File: src/rtl/zx_pkg.sv
// Shared Spectrum-core types: CPU turbo level encoding and small elaboration helpers.
package zx_pkg;

   typedef logic [2:0] turbo_level_t;

   localparam turbo_level_t TURBO_3M5 = 3'd0;
   localparam turbo_level_t TURBO_7M  = 3'd1;
   localparam turbo_level_t TURBO_14M = 3'd2;
   localparam turbo_level_t TURBO_28M = 3'd3;
   localparam turbo_level_t TURBO_56M = 3'd4;

   function automatic int unsigned max_u(input int unsigned a, input int unsigned b);
      return (a > b) ? a : b;
   endfunction

endpackage

File: src/rtl/ce_divider.sv
// Free-running divider producing the fixed 28/7 MHz and PSG strobes plus the
// raw turbo posedge/negedge strobes for the level currently in effect.
module ce_divider
   import zx_pkg::*;
#(
   parameter int unsigned LEVELS       = 5,
   parameter int unsigned PSG_DIV_LOG2 = 6
) (
   input  logic         clk_sys_i,
   input  logic         reset_n_i,
   input  turbo_level_t turbo_cur_i,
   output logic         ce_28m_o,
   output logic         ce_7mp_o,
   output logic         ce_7mn_o,
   output logic         ce_psg_o,
   output logic         tp_o,
   output logic         tn_o
);

   localparam int unsigned CW = max_u(LEVELS, PSG_DIV_LOG2) + 1;

   logic [CW-1:0]     cnt_q;
   logic [LEVELS-1:0] mask;
   logic [LEVELS-1:0] low;
   logic              tp_d;
   logic              tn_d;

   // Level L keeps the low LEVELS-L count bits, so its period is 2^(LEVELS-L).
   always_comb begin
      mask = {LEVELS{1'b1}} >> turbo_cur_i;
      low  = cnt_q[LEVELS-1:0] & mask;
      tp_d = (low == '0);
      tn_d = (low == (mask ^ (mask >> 1)));
   end

   always_ff @(posedge clk_sys_i or negedge reset_n_i) begin
      if (!reset_n_i) begin
         cnt_q    <= '0;
         ce_28m_o <= 1'b0;
         ce_7mp_o <= 1'b0;
         ce_7mn_o <= 1'b0;
         ce_psg_o <= 1'b0;
         tp_o     <= 1'b0;
         tn_o     <= 1'b0;
      end else begin
         cnt_q    <= cnt_q + 1'b1;
         ce_28m_o <= (cnt_q[1:0] == 2'b00);
         ce_7mp_o <= (cnt_q[3:0] == 4'b0000);
         ce_7mn_o <= (cnt_q[3:0] == 4'b1000);
         ce_psg_o <= (cnt_q[PSG_DIV_LOG2-1:0] == '0);
         tp_o     <= tp_d;
         tn_o     <= tn_d;
      end
   end

endmodule

File: src/rtl/turbo_ce_gen.sv
// Clock-enable generator and CPU turbo controller: selects contended or turbo
// CPU strobes, stalls the CPU across speed changes, pause and SDRAM waits.
module turbo_ce_gen
   import zx_pkg::*;
#(
   parameter int unsigned LEVELS          = 5,
   parameter int unsigned MAX_LEVEL       = 4,
   parameter int unsigned PSG_DIV_LOG2    = 6,
   parameter int unsigned TIMEOUT_W       = 2,
   parameter int unsigned WAIT_LEVEL      = 3,
   parameter int unsigned TAPE_WAIT_LEVEL = 2
) (
   input  logic       clk_sys,
   input  logic       reset_n,
   input  logic [2:0] turbo_req,
   input  logic       tape_force,
   input  logic       tape_active,
   input  logic       pause,
   input  logic       ram_ready,
   input  logic       ula_ce_p,
   input  logic       ula_ce_n,
   output logic       ce_28m,
   output logic       ce_7mp,
   output logic       ce_7mn,
   output logic       ce_psg,
   output logic       ce_cpu_p,
   output logic       ce_cpu_n,
   output logic       ce_cpu,
   output logic       cpu_en,
   output logic [2:0] turbo_cur,
   output logic       switching
);

   localparam turbo_level_t MAX_L       = turbo_level_t'(MAX_LEVEL);
   localparam turbo_level_t WAIT_L      = turbo_level_t'(WAIT_LEVEL);
   localparam turbo_level_t TAPE_WAIT_L = turbo_level_t'(TAPE_WAIT_LEVEL);

   typedef enum logic {
      ST_RUN   = 1'b0,
      ST_STALL = 1'b1
   } ctrl_state_t;

   ctrl_state_t          state_q, state_d;
   turbo_level_t         turbo_cur_q, turbo_cur_d;
   logic [TIMEOUT_W-1:0] timeout_q, timeout_d;
   turbo_level_t         req_eff;
   logic                 tp, tn;
   logic                 cpu_p, cpu_n;

   ce_divider #(
      .LEVELS      (LEVELS),
      .PSG_DIV_LOG2(PSG_DIV_LOG2)
   ) u_div (
      .clk_sys_i  (clk_sys),
      .reset_n_i  (reset_n),
      .turbo_cur_i(turbo_cur_q),
      .ce_28m_o   (ce_28m),
      .ce_7mp_o   (ce_7mp),
      .ce_7mn_o   (ce_7mn),
      .ce_psg_o   (ce_psg),
      .tp_o       (tp),
      .tn_o       (tn)
   );

   always_comb begin
      req_eff = tape_force ? MAX_L : ((turbo_req > MAX_L) ? MAX_L : turbo_req);
      cpu_p   = (turbo_cur_q == TURBO_3M5) ? ula_ce_p : tp;
      cpu_n   = (turbo_cur_q == TURBO_3M5) ? ula_ce_n : tn;
   end

   // Settle counting runs alongside the run/stall decision on every cpu_n.
   always_comb begin
      state_d     = state_q;
      turbo_cur_d = turbo_cur_q;
      timeout_d   = timeout_q;
      if (cpu_n) begin
         if (timeout_q != '0) timeout_d = timeout_q + 1'b1;
         if (req_eff != turbo_cur_q) begin
            state_d     = ST_STALL;
            timeout_d   = TIMEOUT_W'(1);
            turbo_cur_d = req_eff;
         end else if (pause) begin
            state_d = ST_STALL;
         end else if (state_q == ST_STALL && timeout_q == '0 && ram_ready) begin
            state_d = ST_RUN;
         end else if (turbo_cur_q >= WAIT_L && !ram_ready) begin
            state_d = ST_STALL;
         end else if (turbo_cur_q >= TAPE_WAIT_L && !ram_ready && tape_active) begin
            state_d = ST_STALL;
         end
      end
   end

   always_ff @(posedge clk_sys or negedge reset_n) begin
      if (!reset_n) begin
         state_q     <= ST_RUN;
         turbo_cur_q <= TURBO_3M5;
         timeout_q   <= '0;
      end else begin
         state_q     <= state_d;
         turbo_cur_q <= turbo_cur_d;
         timeout_q   <= timeout_d;
      end
   end

   assign cpu_en    = (state_q == ST_RUN);
   assign ce_cpu_p  = cpu_en & cpu_p;
   assign ce_cpu_n  = cpu_en & cpu_n;
   assign ce_cpu    = cpu_en & tp;
   assign turbo_cur = turbo_cur_q;
   assign switching = (timeout_q != '0);

endmodule

File: config.mk
export PLATFORM = sky130hd
export DESIGN_NAME = turbo_ce_gen
export DESIGN_NICKNAME = d
export VERILOG_FILES = /design/src/rtl/zx_pkg.sv /design/src/rtl/ce_divider.sv /design/src/rtl/turbo_ce_gen.sv
export SDC_FILE = /design/constraint.sdc
export NUM_CORES = 1
export LEC_CHECK = 0
export ABC_AREA = 0
export CORE_MARGIN = 1.5
export CORE_UTILIZATION = 45
export DETAILED_ROUTE_END_ITERATION = 12
export PLACE_DENSITY_LB_ADDON = 0.15
export SYNTH_ARGS = -nofsm -noshare
export SYNTH_HDL_FRONTEND = slang
export SYNTH_SLANG_ARGS = --single-unit
File: constraint.sdc
create_clock -name clk_sys -period 1.74 [get_ports clk_sys]
set_input_delay 0.174 -clock clk_sys [delete_from_list [all_inputs] [get_ports clk_sys]]
set_output_delay 0.174 -clock clk_sys [all_outputs]
set_load 0.05 [all_outputs]
Word level (Yosys, flattened, before mapping). Cells that the tools add are included.

Register bits after elaboration: 19. Latch bits: 0. Bits in writable memories: 0. ROM bits: 0. Input port bits: 11. Output and inout port bits: 12. Memories: 0.

Add/subtract/negate cells: 2. Multiply operators: 0. Divide/modulo/power cells: 0. Order comparisons: 3. Eq/ne operators: 3. Shifts and indexed selects: 1. Multiplexer cells: 11. Bitwise operators: 6. Reductions and logical operators: 18.

Operators by type and width (number): 7-bit by 1-bit adder with 7-bit output, second input constant (1); 1-bit two-way mux (7); 3-bit by 2-bit greater-or-equal comparator with 1-bit output, second input constant (2); 6-bit zero test (1); 3-bit two-way mux (2); 2-bit AND reduction (3); 5-bit AND (1); 5-bit equality test (1); 1-bit logical AND (5); 5-bit zero test (1); 5-bit nonzero test (1); 5-bit by 3-bit >> shifter with 5-bit output, first input constant (1); 5-bit by 4-bit XOR with 5-bit output (1); 4-bit equality test, second input constant (1); 2-bit zero test (2); 4-bit zero test (1); 2-bit two-way mux (2); 2-bit nonzero test (2); 1-bit AND (3); 3-bit greater-than comparator, second input constant (1); 3-bit zero test (1); 3-bit inequality test (1); 2-bit by 1-bit adder with 2-bit output, second input constant (1); 1-bit zero test (1); 1-bit NOT (1).

Longest topological paths before layout. Gate-level depths: netlist of run 1.

Word-level depth: 8. Mapped depth: 6. Gate-level depth less buffers: 6.

Hierarchy. From an unflattened synthesis of run 1, not the netlist that was laid out.

Cell total of the unflattened synthesis: 96. Area, all modules: 977.2 µm².

By module, submodules not included: ce_divider (times used 1, cells each 44, area an instance 529.3 µm², seq. area each 300.3 µm²); turbo_ce_gen (times used 1, cells each 52, area an instance 447.9 µm², seq. area each 150.1 µm²).

Worst setup path after synthesis of run 1. Ideal clock, no wire load.

Kind: reg-to-output. Start: register turbo_cur_q[0], in the netlist turbo_cur[0]. End: output ce_cpu_n. Arrival time: 2.050 ns. Setup slack: -0.484 ns. Cell stages (with the launch flop): 6. Path through: dfrtp_1 > buf_2 > nor3_2 > a21oi_2 > buf_2 > nor2_1.

Longest elaborated chain between the ends: 3.

Ends and longest elaborated chain: start, declared (line turbo_ce_gen.sv:44) `turbo_level_t turbo_cur_q, turbo_cur_d;`; start signal, assigned (line turbo_ce_gen.sv:101) `turbo_cur_q <= turbo_cur_d;`; 3-bit zero test (line turbo_ce_gen.sv:68) `cpu_n = (turbo_cur_q == TURBO_3M5) ? ula_ce_n : tn;`; 1-bit two-way mux (line turbo_ce_gen.sv:68); 1-bit AND (line turbo_ce_gen.sv:108) `assign ce_cpu_n = cpu_en & cpu_n;`; end, declared (line turbo_ce_gen.sv:27) `output logic ce_cpu_n,`.

Every way passes these cells.

Worst setup path in the final report of run 1.
Start: register turbo_cur_q[1], in the netlist turbo_cur[1]. End: register timeout_q[1].

Longest elaborated chain between the ends: 3.

Ends and longest elaborated chain: 3-bit inequality test or 3-bit zero test (tied branches) (line turbo_ce_gen.sv:78, turbo_ce_gen.sv:68); 2-bit nonzero test (no line) or 1-bit two-way mux (tied branches); 2-bit AND reduction (no line); end signal, assigned (line turbo_ce_gen.sv:102) `timeout_q <= timeout_d;`; end, declared (line turbo_ce_gen.sv:45) `logic [TIMEOUT_W-1:0] timeout_q, timeout_d;`.

Several ways; a longest one is shown, not always the timed one. A chain may end at the register's enable or synchronous reset.

==> results.ini, run 1 <==
[worst_setup_path]
cp-startpoint = turbo_cur[1]
crit_path_end = timeout_q[1]
cp.required_ns = 1.97
timing.rr.end = timeout_q[1]
worstPathMaxFanout = 9
reg2reg_setup_slack_ns = 0.03
reg2regPathDepth = 4
rr_startpoint = turbo_cur[1]
critical-path-slowest-cell = or4_4
crit_chain = buf_4 -> or4_4 -> o32ai_1 -> a211o_1
critPathTopFamily = simple AND/OR/NAND/NOR gates
crit_type = flop to flop
crit_arrival_ns = 1.94
start_kind = flop
cp_slowest_stage_delay_ns = 0.56
crit_cells = 4
critical_path_buf_inv_count = 1
crit_path_end_kind = flop

[yosys]
yosys.cell_types.count = 37
synth_flop_cell = dfrtp_1
synth_top_area_share_pct = 46.4
synthArstFlopShare_pct = 100
synth_area_leader_cell = dfrtp_1
avgSynthCellArea_sq_um = 9.91
yosysSeqAreaShare_pct = 46.4
synth_area_sq_um = 971
ys_seq_elements = 18
synth_warnings = 0
postSynthCellCount = 98
syn_nets = 112
ys_top_cells_by_area = dfrtp_1, ha_1, xnor2_1
synth_edf_count = 0
synth.most_common_cell = dfrtp_1
ys_top_cells_by_count = dfrtp_1, nand2_1, inv_1

[detailed_routing]
antenna_left = 0
drc = 0
avgViaCountPerCell = 5.26
drtPass1Iterations = 4
vias = 795
wl_per_cell_microns = 13.2
drt_iter0_markers = 20
wl_microns = 1990

[clock_tree]
cts_tree = built
cts_buffer_depth = 2
cts.sinks = 18
clkSlewWorstSetupHoldPaths_ns = 0.10
clock-root-buffer = clkbuf_4
cts_max_level = 1
clkLatencyLatePin_ns = 0.29
hold_buffers = 0
cts_buffers = 3

[global_routing]
grt_use_total_pct = 18.2
grt_pass1_wl_microns = 3410
grt_max_degree = 19
antenna_found_initial = 0
first_global_vias = 777
grt_overflow = 0

[timing]
min_period_over_period_pct = 98.0
setup_viol = 0
fmax_ghz = 0.586
fin_ws_ns = 0.0348
finalMaxSlewViolations = 0
fin_crit_ns = 1.71
worst_pin_slew_ns = 0.487
maxSlewHeadroom_pct = 67.4
final-hold-violation-count = 0
worst_clock_skew_ns = 0.00762

[place]
portBuffers = 22
routabilityCongestion = 0.784
dpl.hpwl_microns = 1420
pre_cts_slack_ns = 0.0129
postPlaceCellArea_sq_mm = 0.00123
dpl.cell_count = 143

[die]
die_h_microns = 49.5
std_cell_rows = 16
die_w_microns = 49.5
start_util_pct = 48.5
die-area_sq_mm = 0.00245
core_area_sq_mm = 0.00200
io_pins = 23

[power_and_ir_drop]
combinationalPowerShare_pct = 58.6
p_seq_share_pct = 29.2
p_clk_share_pct = 12.3
internal_power_mw = 1.14
p_switching_mw = 0.930
ir_drop_mv = 1.25
p_leak_nw = 0.574
swShare_pct = 44.9
powerDensity_mw_per_mm2 = 1560

[finish]
ff_latch_area_sq_um = 454
drive_above_1_share_pct = 25.8
final_util_pct = 66.4
multiInputGateArea_sq_um = 490
n_fill_cell = 171
n_antenna_cell = 0
final_nets = 139
final_area_sq_mm = 0.00133
final_cells = 151
syn_to_final_growth_pct = 37.0

[run_status]
status = complete, no violations

[hold_path]
min_path_type = input port to async pin

[flow_run]
maxCapViolCount = 0

registers in the layout, indices dropped and copies added (netlist names):
signal          count
u_div.ce_psg_o      1
u_div.tn_o          1
state_q             1
timeout_q           2
u_div.cnt_q         6
turbo_cur           3
u_div.ce_7mp_o      1
u_div.ce_28m_o      1
u_div.ce_7mn_o      1
u_div.tp_o          1
cell families after synthesis:
logic type	count (synthesis)	share of synthesized area [%]
mux	2	2.06
fa+ha+maj	3	3.87
compound gates	26	20.1
buf+inv	15	6.57
flops	18	46.4
simple gates	28	15.6
xor+xnor	6	5.41
per-stage QoR:
stage / hold slack, ns / setup TNS [ns] / power [mW]
after floorplan: -0.122 / 0 / 1.42
after global placement: 0.446 / 0 / 1.69
after detailed placement: 0.453 / 0 / 1.71
after CTS: 0.214 / 0 / 2.05
after global routing: 0.226 / -0.0156 / 2.19
final: 0.207 / 0 / 2.07
worst min path at each step:
stage,startpoint,end,slack (ns)
finish,reset_n,u_div.cnt_q[4],0.21
global route,reset_n,u_div.cnt_q[4],0.23
CTS,reset_n,u_div.cnt_q[5],0.21
detailed placement,u_div.cnt_q[5],u_div.ce_psg_o,0.45
global placement,u_div.cnt_q[5],u_div.ce_psg_o,0.45
floorplan,reset_n,state_q,-0.12
final cells by class:
| class | count | share of cell area, % |
|---|---|---|
| multi-input combinational | 65 | 36.9 |
| sequential | 18 | 34.1 |
| timing repair buffer | 28 | 21.2 |
| clock buffer | 4 | 2.73 |
| inverter | 9 | 2.54 |
| tap | 27 | 2.54 |
placed cells by master, fill, tap and decap left out, types with 3 or more instances in the layout:
cell type        Yosys  layout
buf_4                1       9
a21oi_1              6       6
dfrtp_1             18      15
nor2_1               5       3
ha_1                 3       3
dfrtp_2              0       3
xnor2_1              4       3
clkbuf_4             0       3
o21ai_1              4       4
nand2_1              8       8
nand3_1              4       3
inv_1                7       7
clkdlybuf4s50_1      0      14
nor3b_1              3       3
buf_6                0       3
routing by layer:
metal	vias up	GRT usage, %	routed length (microns)
met5	-	0	0
met4	0	4.63	13
met3	2	4.85	134
met2	41	30.2	910
met1	355	23.8	935
li1	397	-	-
power by group through the flow:
stage,Sequential (mW),Combinational (mW),Clock [mW]
after floorplan,0.672,0.751,0
after global placement,0.668,1.02,0
after detailed placement,0.670,1.04,0
after CTS,0.599,1.19,0.261
after global routing,0.613,1.30,0.283
final,0.603,1.21,0.254
timing repair:
| item | 4_1_cts | 5_1_grt |
|---|---|---|
| setup endpoints to repair | 2 | 2 |
| gates cloned | 0 | 0 |
| resized for setup | 1 | 5 |
| setup buffers | 4 | 0 |
| pin swaps | 0 | 3 |
Note: power is estimated with default switching activity, not from simulation.
==> inputs of run 2 (changes only) <==
- PLACE_DENSITY: unset -> 0.75
- PLACE_DENSITY_LB_ADDON: 0.15 -> unset
==> run 2 against run 1 <==
Global-route usage decreased by 0.45 points. Sequential share of layout area decreased by 0.26 points. Sequential cell count unchanged. Final cell count increased by 1.3%. Sequential power about the same. Largest cell class unchanged. Highest routed layer unchanged.
==> results.ini, run 2 (synthesis gave the netlist of run 1 again) <==
[run_status]
status = complete, no violations  ; unchanged

[detailed_routing]
avgViaCountPerCell = 5.20  ; was 5.26
vias = 795  ; unchanged
drtPass1Iterations = 4  ; unchanged
wl_microns = 1980  ; was 1990 microns
drt_iter0_markers = 7  ; was 20
drc = 0  ; unchanged
wl_per_cell_microns = 12.9  ; was 13.2 microns
antenna_left = 0  ; unchanged

[worst_setup_path]
crit_arrival_ns = 1.93  ; was 1.94 ns
crit_path_end = timeout_q[1]  ; unchanged
cp-startpoint = turbo_cur[1]  ; unchanged
start_kind = flop  ; unchanged
worstPathMaxFanout = 9  ; unchanged
cp.required_ns = 1.98  ; was 1.97 ns
reg2regPathDepth = 4  ; unchanged
reg2reg_setup_slack_ns = 0.05  ; was 0.03 ns
timing.rr.end = timeout_q[1]  ; unchanged
crit_type = flop to flop  ; unchanged
crit_path_end_kind = flop  ; unchanged
rr_startpoint = turbo_cur[1]  ; unchanged

[power_and_ir_drop]
powerDensity_mw_per_mm2 = 1560  ; about the same
combinationalPowerShare_pct = 59.1  ; was 58.6%
ir_drop_mv = 1.13  ; was 1.25 mV
p_leak_nw = 0.581  ; was 0.574 nW
internal_power_mw = 1.15  ; was 1.14 mW
p_clk_share_pct = 12.3  ; about the same
p_seq_share_pct = 28.6  ; was 29.2%
swShare_pct = 45.0  ; was 44.9%
p_switching_mw = 0.943  ; was 0.930 mW

[timing]
worst_clock_skew_ns = 0.00247  ; was 0.00762 ns
setup_viol = 0  ; unchanged
final-hold-violation-count = 0  ; unchanged
finalMaxSlewViolations = 0  ; unchanged
min_period_over_period_pct = 97.2  ; was 98.0%
fin_ws_ns = 0.0492  ; was 0.0348 ns
maxSlewHeadroom_pct = 67.4  ; about the same
fin_crit_ns = 1.69  ; was 1.71 ns
rsz0062_at_grt = yes
worst_pin_slew_ns = 0.487  ; about the same
fmax_ghz = 0.591  ; was 0.586 GHz

[clock_tree]
clock-root-buffer = clkbuf_4  ; unchanged
cts.sinks = 18  ; unchanged
cts_buffer_depth = 2  ; unchanged
cts_buffers = 3  ; unchanged
cts_max_level = 1  ; unchanged
clkLatencyLatePin_ns = 0.29  ; about the same
cts_tree = built  ; unchanged
clkSlewWorstSetupHoldPaths_ns = 0.11  ; was 0.10 ns

[finish]
top_register = u_div.cnt_q  ; unchanged
syn_to_final_growth_pct = 38.0  ; was 37.0%
layout_commonest_cell = dfrtp_1  ; unchanged
final_cell_mix = dfrtp_1, clkdlybuf4s50_1, buf_4  ; unchanged
largest_reg_flops = 6  ; unchanged
n_fill_cell = 160  ; was 171
drive_above_1_share_pct = 26.2  ; was 25.8%
n_antenna_cell = 0  ; unchanged
final_nets = 141  ; was 139
final_util_pct = 66.9  ; was 66.4%

[place]
pre_cts_slack_ns = 0.0358  ; was 0.0129 ns
routabilityCongestion = 0.842  ; was 0.784
portBuffers = 22  ; unchanged
dpl.hpwl_microns = 1410  ; was 1420 microns

[die]
io_pins = 23  ; unchanged
std_cell_rows = 16  ; unchanged
die-area_sq_mm = 0.00245  ; unchanged
die_h_microns = 49.5  ; unchanged
core_area_sq_mm = 0.00200  ; unchanged
start_util_pct = 48.5  ; unchanged
die_w_microns = 49.5  ; unchanged

[global_routing]
grt_use_total_pct = 17.8  ; was 18.2%
first_global_vias = 736  ; was 777
grt_max_degree = 12  ; was 19
grt_overflow = 0  ; unchanged
antenna_found_initial = 0  ; unchanged
grt_pass1_wl_microns = 3370  ; was 3410 microns

[hold_path]
min_path_type = input port to async pin  ; unchanged

[flow_run]
maxCapViolCount = 0  ; unchanged

run 2: cell count changes in the layout (fill, tap and decap cells not counted):
| cell | delta |
|---|---|
| buf_4 | +2 |
| nor3_1 | +1 |
| nor3_2 | -1 |
run 2: repair_timing:
action,4_1_cts,5_1_grt
pin swaps,0,2
cloned,0,0
gates resized for setup,1,4
buffers inserted,5,0
setup endpoints to repair,2,4
hold buffers,0,0
run 2: cell type report:
class | instances | area (sq um) | share of cell area (%)
clock buffer | 4 | 36.3 | 2.71
inverter | 9 | 33.8 | 2.52
multi-input combinational | 65 | 485 | 36.2
sequential | 18 | 454 | 33.9
tap | 27 | 33.8 | 2.52
timing repair buffer | 30 | 297 | 22.1
run 2: how the worst min path moves through the flow:
stage / start / end / slack [ns] / depth (start not counted)
2_1_floorplan: reset_n / state_q / -0.12 / 0
3_3_place_gp: u_div.cnt_q[5] / u_div.ce_psg_o / 0.44 / 1
3_5_place_dp: u_div.cnt_q[5] / u_div.ce_psg_o / 0.45 / 1
4_1_cts: reset_n / u_div.cnt_q[1] / 0.19 / 1
5_1_grt: reset_n / u_div.cnt_q[1] / 0.19 / 1
6_report: reset_n / u_div.cnt_q[0] / 0.17 / 1
run 2: worst max-delay path, cell delays in order, from the launching register on:
cell       delay (ns)
dfrtp_2          0.46
buf_4            0.18
or4_4            0.57
a2111oi_4        0.30
a211o_1          0.13
run 2: stage by stage:
stage | hold slack (ns) | power (mW) | TNS, ns | cells | instance area [sq um]
6_report | 0.170 | 2.10 | 0 | 153 | 1340
5_1_grt | 0.193 | 2.23 | -0.0638 | 153 | 1340
4_1_cts | 0.186 | 2.07 | 0 | 153 | 1320
3_5_place_dp | 0.452 | 1.72 | 0 | 144 | 1240
3_3_place_gp | 0.445 | 1.69 | 0 | 144 | 1240
2_1_floorplan | -0.122 | 1.42 | 0 | 98 | 995
run 2: power by group through the flow:
stage | Sequential [mW] | Clock, mW | Combinational [mW]
global route | 0.611 | 0.283 | 1.34
finish | 0.600 | 0.258 | 1.24
global placement | 0.666 | 0 | 1.03
detailed placement | 0.667 | 0 | 1.05
CTS | 0.595 | 0.260 | 1.22
floorplan | 0.672 | 0 | 0.751
run 2: per-layer routing:
metal / GRT usage (%) / routed length [microns] / share of wire [%]
met5: 0 / 0 / 0
met4: 4.63 / 13 / 0.66
met3: 3.33 / 101 / 5.1
met2: 26.6 / 905 / 46
met1: 26.6 / 955 / 48
==> inputs of run 3 (changes only) <==
- CORE_UTILIZATION: 45 -> 48
- PLACE_DENSITY: 0.75 -> 0.79
==> run 3 against run 2 <==
First-iteration DRC count increased to 6.0 times the previous value. Combinational power rose by 13%. Utilization up 5.5 points. Clock skew grew 0.0038 ns. Final area grew 5.0%. Global-route usage increased by 1.1 points. Sequential share of layout area shrank 1.6 points. Highest routed layer unchanged.
==> results.ini, run 3 (synthesis gave the netlist of run 1 again) <==
[die]
die_h_microns = 48.0  ; was 49.5 microns
io_pins = 23  ; unchanged
std_cell_rows = 16  ; unchanged
die_w_microns = 48.0  ; was 49.5 microns
start_util_pct = 50.0  ; was 48.5%
die-area_sq_mm = 0.00230  ; was 0.00245 sq mm
core_area_sq_mm = 0.00194  ; was 0.00200 sq mm

[global_routing]
first_global_vias = 680  ; was 736
grt_overflow = 0  ; unchanged
grt_use_total_pct = 18.9  ; was 17.8%
antenna_found_initial = 0  ; unchanged
grt_max_degree = 12  ; unchanged
grt_pass1_wl_microns = 3030  ; was 3370 microns

[power_and_ir_drop]
powerDensity_mw_per_mm2 = 1610  ; was 1560 mW/mm^2
p_total_mw = 2.27  ; was 2.10 mW
p_leak_nw = 0.620  ; was 0.581 nW
ir_drop_mv = 1.10  ; was 1.13 mV

[worst_setup_path]
crit_type = flop to flop  ; unchanged
crit_path_end_kind = flop  ; unchanged
crit_arrival_ns = 1.96  ; was 1.93 ns
cp.required_ns = 1.99  ; was 1.98 ns
start_kind = flop  ; unchanged
worstPathMaxFanout = 5  ; was 9

[detailed_routing]
avgViaCountPerCell = 5.37  ; was 5.20
wl_microns = 2140  ; was 1980 microns
wl_per_cell_microns = 13.4  ; was 12.9 microns
vias = 854  ; was 795
antenna_left = 0  ; unchanged
drtPass1Iterations = 4  ; unchanged
drt_iter0_markers = 42  ; was 7
drc = 0  ; unchanged

[timing]
setup_viol = 0  ; unchanged
fin_crit_ns = 1.71  ; was 1.69 ns
worst_clock_skew_ns = 0.00629  ; was 0.00247 ns
fin_ws_ns = 0.0253  ; was 0.0492 ns
rsz0062_at_grt = yes  ; unchanged
min_period_over_period_pct = 98.5  ; was 97.2%
worst_pin_slew_ns = 0.492  ; was 0.487 ns
maxSlewHeadroom_pct = 67.1  ; was 67.4%
final-hold-violation-count = 0  ; unchanged
tns_ns = 0  ; unchanged
finalMaxSlewViolations = 0  ; unchanged
fmax_ghz = 0.583  ; was 0.591 GHz

[finish]
final_cells = 159  ; was 153
drive_above_1_share_pct = 29.5  ; was 26.2%
syn_to_final_growth_pct = 45.0  ; was 38.0%
largest_reg_flops = 6  ; unchanged
top_register = u_div.cnt_q  ; unchanged
n_antenna_cell = 0  ; unchanged
final_area_sq_mm = 0.00141  ; was 0.00134 sq mm
final_nets = 147  ; was 141
n_fill_cell = 148  ; was 160
final_cell_mix = buf_4, dfrtp_1, clkdlybuf4s50_1  ; was dfrtp_1, clkdlybuf4s50_1, buf_4

[clock_tree]
clkLatencyLatePin_ns = 0.30  ; was 0.29 ns
cts_max_level = 1  ; unchanged
cts_buffers = 3  ; unchanged
cts_tree = built  ; unchanged
hold_buffers = 0  ; unchanged
cts.sinks = 18  ; unchanged
clock-root-buffer = clkbuf_4  ; unchanged
cts_buffer_depth = 2  ; unchanged
clkSlewWorstSetupHoldPaths_ns = 0.11  ; about the same

[place]
dpl.hpwl_microns = 1400  ; was 1410 microns
dpl.cell_count = 145  ; was 144
postPlaceCellArea_sq_mm = 0.00126  ; was 0.00124 sq mm
routabilityCongestion = 0.715  ; was 0.842
portBuffers = 22  ; unchanged
pre_cts_slack_ns = -0.00331  ; was 0.0358 ns

[hold_path]
min_path_type = input port to async pin  ; unchanged

[flow_run]
maxCapViolCount = 0  ; unchanged

[run_status]
status = complete, no violations  ; unchanged

[run 3: cell types whose count changed in the layout (fill, tap and decap cells not counted), sizes merged]
cell	delta
buf	+6
[run 3: layout make-up]
cell class                      count  area [sq um]  share of cell area [%]
Sequential cell                    18           454                    32.3
Inverter                            9          36.3                    2.58
Multi-Input combinational cell     65           485                    34.5
Tap cell                           27          33.8                    2.40
Clock buffer                        4          36.3                    2.58
Timing Repair Buffer               36           362                    25.7
[run 3: what timing repair did]
action	CTS	global route
hold endpoints to repair	0	0
buffers inserted	4	7
endpoints found under the setup margin	2	3
gates resized for setup	0	8
pin swaps	0	5
[run 3: where the power goes]
| part | leakage [nW] | internal (mW) | switching (mW) | total (mW) |
|---|---|---|---|---|
| sequential | 0.205 | 0.505 | 0.101 | 0.606 |
| combinational | 0.395 | 0.639 | 0.758 | 1.40 |
| clock | 0.0210 | 0.128 | 0.141 | 0.268 |
[run 3: final timing paths]
| path | startpoint | to | slack (ns) | cells after the start |
|---|---|---|---|---|
| hold / removal | reset_n | turbo_cur[1] | 0.16 | 1 |
| setup / recovery | turbo_cur[1] | timeout_q[1] | 0.03 | 4 |
| min in group clk_sys | turbo_req[0] | turbo_cur[0] | 0.47 | 3 |
| setup reg to reg | turbo_cur[1] | timeout_q[1] | 0.03 | 4 |
| hold reg to reg | u_div.cnt_q[5] | u_div.ce_psg_o | 0.48 | 1 |
| max in group asynchronous | reset_n | u_div.cnt_q[3] | 1.09 | 2 |
[run 3: worst max-delay path, stage by stage (launching register included)]
cell and delay [ns]:
dfrtp_2 0.47, buf_6 0.14, or4_4 0.56, a2111oi_4 0.36, a211o_1 0.13
[run 3: per-stage QoR]
step                      hold slack (ns)  util [%]
after floorplan                    -0.122         -
after global placement              0.446      65.0
after detailed placement            0.459      65.0
after CTS                           0.175      68.4
after global routing                0.191      72.5
final                               0.160      72.5
[run 3: routing by layer]
metal / vias up / track usage [%] / wire length (microns)
li1: 410 / - / -
met1: 405 / 29.0 / 1010
met2: 37 / 27.7 / 992
met3: 2 / 2.64 / 123
met4: 0 / 5.41 / 15
met5: - / 0 / 0
